[config.mk]
export PLATFORM = sky130hd
export DESIGN_NAME = count_modn
export DESIGN_NICKNAME = d
export VERILOG_FILES = /design/src/rtl/count_modn.sv
export SDC_FILE = /design/constraint.sdc
export NUM_CORES = 1
export LEC_CHECK = 0
export CAP_MARGIN = 10
export CORE_AREA = 2 2 39 41
export DETAILED_ROUTE_END_ITERATION = 7
export DIE_AREA = 0 0 41 43
export GPL_TIMING_DRIVEN = 0
export PLACE_DENSITY_LB_ADDON = 0.12
export SYNTH_ARGS = -nofsm -noshare
export SYNTH_HDL_FRONTEND = slang
export SYNTH_SLANG_ARGS = --single-unit
[constraint.sdc]
create_clock -name clk_i -period 1.4 [get_ports clk_i]
set_clock_uncertainty 0.1 [all_clocks]
set_input_delay 0.14 -clock clk_i [delete_from_list [all_inputs] [get_ports clk_i]]
set_output_delay 0.14 -clock clk_i [all_outputs]
set_load 0.1 [all_outputs]
[src/rtl/count_modn.sv]
// Modulo-N watch digit: tick-enabled count, carry pulse, divided clock, load and set-mode adjust.
// One-cycle registered latency on all outputs; no backpressure, every tick/load/adjust is taken on its edge.
module count_modn #(
  parameter int MODULO = 6,
  parameter int WIDTH  = 4,
  parameter int IVAL   = 0
) (
  input  logic             clk_i,
  input  logic             rst_i,
  input  logic             en_i,
  input  logic             load_i,
  input  logic [WIDTH-1:0] ival_i,
  input  logic             adj_i,
  output logic [WIDTH-1:0] count_o,
  output logic             carry_o,
  output logic             clkdiv_o
);

  localparam int              HALF    = MODULO / 2;
  localparam logic [WIDTH-1:0] MAX_V   = WIDTH'(MODULO - 1);
  localparam logic [WIDTH-1:0] HALF_M1 = WIDTH'(HALF - 1);
  localparam logic [WIDTH-1:0] RST_V   = WIDTH'(IVAL);
  // One extra bit so MODULO == 2**WIDTH still compares correctly.
  localparam logic [WIDTH:0]   MOD_V   = (WIDTH+1)'(MODULO);

  if (MODULO < 2 || MODULO > (2 ** WIDTH) || IVAL < 0 || IVAL >= MODULO) begin : g_param_err
    $error("count_modn: MODULO must be 2..2**WIDTH and IVAL must be below MODULO");
  end

  logic [WIDTH-1:0] count_q, count_d;
  logic             carry_q, carry_d;
  logic             clkdiv_q, clkdiv_d;
  logic             at_max;
  logic [WIDTH-1:0] count_inc;

  always_comb begin
    at_max    = (count_q == MAX_V);
    count_inc = at_max ? '0 : count_q + WIDTH'(1);
    count_d   = count_q;
    carry_d   = 1'b0;
    clkdiv_d  = clkdiv_q;
    if (load_i) begin
      count_d = ({1'b0, ival_i} < MOD_V) ? ival_i : '0;
    end else if (adj_i) begin
      count_d = count_inc;
    end else if (en_i) begin
      count_d = count_inc;
      carry_d = at_max;
      // Toggling at HALF-1 and MODULO-1 gives a HALF:(MODULO-HALF) duty cycle.
      if (at_max || (count_q == HALF_M1)) begin
        clkdiv_d = ~clkdiv_q;
      end
    end
  end

  always_ff @(posedge clk_i or posedge rst_i) begin
    if (rst_i) begin
      count_q  <= RST_V;
      carry_q  <= 1'b0;
      clkdiv_q <= 1'b1;
    end else begin
      count_q  <= count_d;
      carry_q  <= carry_d;
      clkdiv_q <= clkdiv_d;
    end
  end

  assign count_o  = count_q;
  assign carry_o  = carry_q;
  assign clkdiv_o = clkdiv_q;

  a_count_range: assert property (@(posedge clk_i) disable iff (rst_i) count_q <= MAX_V);

endmodule

; ---- After elaboration in Yosys (flattened, before gate mapping)
; Index checks and enable logic that the tools add are counted.
[classes]
bitwise_logic = 3
mux = 8
eq_ne = 2
n_reduce_logical = 3
shifts = 0
mul = 0
n_lt_le_gt_ge = 1
n_div = 0
n_addsub = 1
[op_table]
columns = op, n
row1 = $mux W4, 5
row2 = $add A4 B1 Y4 const B, 1
row3 = $eq A4 B2 Y1 const B, 1
row4 = $eq A4 B3 Y1 const B, 1
row5 = $lt A4 B3 Y1 const B, 1
row6 = $reduce_and A4 Y1, 1
row7 = $mux W1, 3
row8 = $not A1 Y1, 3
row9 = $reduce_bool A3 Y1, 1
row10 = $logic_or A1 B1 Y1, 1
[totals]
ff_bits = 6
romBits = 0
latchBits = 0
inputBits = 9
mem_bits_rw = 0
output_inout_bits = 6
n_memories = 0

; ---- Depth between registers and ports, before layout
[depth]
depth_word = 5
depth_mapped = 4

; ---- Worst setup path after synthesis
; No wires, ideal clock.
[synth_timing]
kind = register -> register
from = reg count_q[0], in the netlist count_o[0]
to = reg count_q[2], in the netlist count_o[2]
path_buffers = 0
t_arrival_ps = 1687
setup_ps = 74
path_stages_with_launch = 5
period_less_slack_ps = 1861
path_slack_ps = -461
required_ps = 1226
cell_sequence = dfrtp_1 -> o21a_4 -> a21oi_2 -> a311o_1 -> o21ai_2
[synth_between]
elab_chain_cells = 5
[synth_rtl]
columns = element, line_no
row1 = start: declaration, 30  ; logic [WIDTH-1:0] count_q, count_d;
row2 = start signal: assignment, 62  ; count_q <= count_d;
row3 = $add A4 B1 Y4 / $eq A4 B3 Y1 (equally long branches), "38, 37"
row4 = $mux W4 (*), 38  ; count_inc = at_max ? '0 : count_q + WIDTH'(1);
row5 = $mux W4, 46  ; end else if (en_i) begin
row6 = $mux W4 (*), 44  ; end else if (adj_i) begin
row7 = $mux W4 (*), 42  ; if (load_i) begin
; Mark *: on every way between the ends. The rest lies on a longest branch, timed or not. The select of a mux whose other input is x is not followed.
; A chain may end at the register's enable or synchronous reset.

; ---- Final worst setup path
[layout_timing]
from = reg count_q[0], in the netlist count_o[0]
to = out count_o[0]
[layout_lines]
columns = element, line_no
row1 = end: declaration, 14  ; output logic [WIDTH-1:0] count_o,
; No word-level cell between the ends.

==> results.cfg <==
[status]
status = complete, no violations

[placed_design]
pre_cts_ws_ps = -486
dp.final_hpwl_um = 636
gp_congestion = 0.787
place_inst = 63
io_buffers = 14

[sta]
fin_crit_ps = 1350
finalSetupViolations = 0
fin_setup_tns_ps = 0
worstMarginPinSlew_ps = 515
fin_crit_sh = 0.967
fmax_ghz = 0.738
hold_violations = 0
slew_headroom = 0.660
maxSlewViolCount = 0
rsz0062_at_grt = no
worst_slack_ps = 45.6

[power_and_ir_drop]
peakVddDrop_mv = 0.538
p_leak_nw = 0.204
total_power_w = 0.000740
cellPowerDensity_nw_per_um2 = 1440

[logic_synthesis]
ys_seq_area_frac = 0.462
syn_area_um2 = 328
yosysUniqueCellTypes = 21
syn_area_per_cell_um2 = 9.93
yosysTopAreaCell = dfrtp_1
synth-seq-cells = 6
yosysTopAreaCellShare = 0.382
synthTopCellsByArea = dfrtp_1 38%, dfstp_2 8.0%, xnor2_1 5.3%
yosys_warnings = 0
syn-num-nets = 42
synth_cells = 33

[floorplanning]
num_rows = 14
io-pin-count = 15
core_region_area_um2 = 1380
start_util = 0.237
die_h_um = 43
die-area_um2 = 1760
die_width_um = 41

[route]
post-route-drc-count = 0
via_per_inst = 4.54
wl_per_cell_um = 12.0
drt-pass1-iter-count = 4
vias = 304
ant_nets = 0
drtIter0Drc = 4
drt_wl_total_um = 805

[grt]
grt_max_degree = 9
grt_overflow_total = 0
grtUsageTotal = 0.118
grt_pass1_wl_um = 1330
antenna_found_initial = 0
grt_pass1_vias = 313

[setup_path]
critical_path_required_ps = 1160
slowest_delay_ps = 440
cp_slowest_cell = dfrtp_4
crit_type = register to primary output
path_cells = buf_2
cp_num_cells = 1
critPathTopFamily = flip-flops
cp_max_fo = 5
critPathCaptureType = primary output
r2r_cells = 3
start_kind = register
arrival_ps = 1110
path_buf_inv = 1

[clock_network]
cts_tree = yes
clock_path_buffers = 2
cts_max_level = 1
cts_root_buf = clkbuf_4
insertion_delay_ps = 250
hold_buffers = 0
path_clk_slew_ps = 50
cts_buffers = 3
cts_sinks = 6

[layout]
diodes = 0
synthToLayoutAreaGrowth_pct = 57.3
final_cells = 67
drive_above_1_share = 0.353
final_nets = 61
final_cell_mix = 8 x clkdlybuf4s50_1, 5 x clkbuf_4, 3 x inv_1, 3 x nand2_1, 3 x dfrtp_4
layout_commonest_cell = clkdlybuf4s50_1

[flow_run]
drv_cap = 0

[hold_path]
hold_path_class = input port to async pin
[cell usage after synthesis (all sizes together)]
cell type	count
nor3b	1
o21ai	2
and2	1
inv	3
dfstp	1
o31ai	1
a21oi	3
dfrtp	5
nor2	2
o32ai	1
xnor2	2
mux2i	1
nor3	1
nor4b	1
nand2b	2
o21a	1
a311o	1
nand3	1
nand2	3
[stage by stage]
stage	hold slack (ps)	utilization	instance area [um2]
after floorplan	-170	-	340
after global placement	270	0.362	500
after detailed placement	280	0.362	500
after CTS	13.0	0.365	505
after global routing	41.0	0.373	515
final	10.6	0.373	515
[registers in the layout (all words and copies together) (netlist names)]
signal	cells
carry_o	1
clkdiv_o	1
count_o	4
[path summary, 6_finish.rpt]
path	from	to	slack (ps)
min in group clk_i	ival_i[0]	count_o[0]	380
worst max register to register	count_o[1]	count_o[2]	140
worst min-delay path	rst_i	carry_o	10
max in group asynchronous	rst_i	clkdiv_o	930
worst max-delay path	count_o[0]	count_o[0]	50
worst min register to register	clkdiv_o	clkdiv_o	400
[power breakdown]
group,switching [W],internal [W]
combinational,0.000234,0.0000847
clock,0.0000666,0.000108
sequential,0.0000312,0.000215
[area by class of cell]
| class | count | area, um2 |
|---|---|---|
| multi-input combinational | 24 | 171 |
| clock buffer | 4 | 26.3 |
| sequential | 6 | 164 |
| tap | 16 | 20.0 |
| fill | 153 | 868 |
| timing repair buffer | 14 | 123 |
| inverter | 3 | 11.3 |
[repair_timing]
action / CTS / global route
endpoints found under the setup margin: 6 / 4
gates cloned: 0 / 0
buffers inserted: 0 / 0
gates resized for setup: 29 / 4
[kinds of logic (layout without fill, tap and decap cells)]
family	count (synthesis)	in the layout	share of synthesized area
and+or+nand+nor	12	12	0.195
AOI/OAI and AO/OA	9	9	0.225
DFF	6	6	0.462
buffers and inverters	3	21	0.0343
xor gates and xnor gates	2	2	0.0534
muxes	1	1	0.0305
[routing by layer]
layer | global-route usage | up-vias | share of wire
met5 | 0 | - | 0
met4 | 0.0600 | 0 | 0
met3 | 0.0628 | 0 | 0.088
met2 | 0.181 | 13 | 0.52
met1 | 0.124 | 139 | 0.39
li1 | - | 152 | -
(Power assumes the default switching activity.)
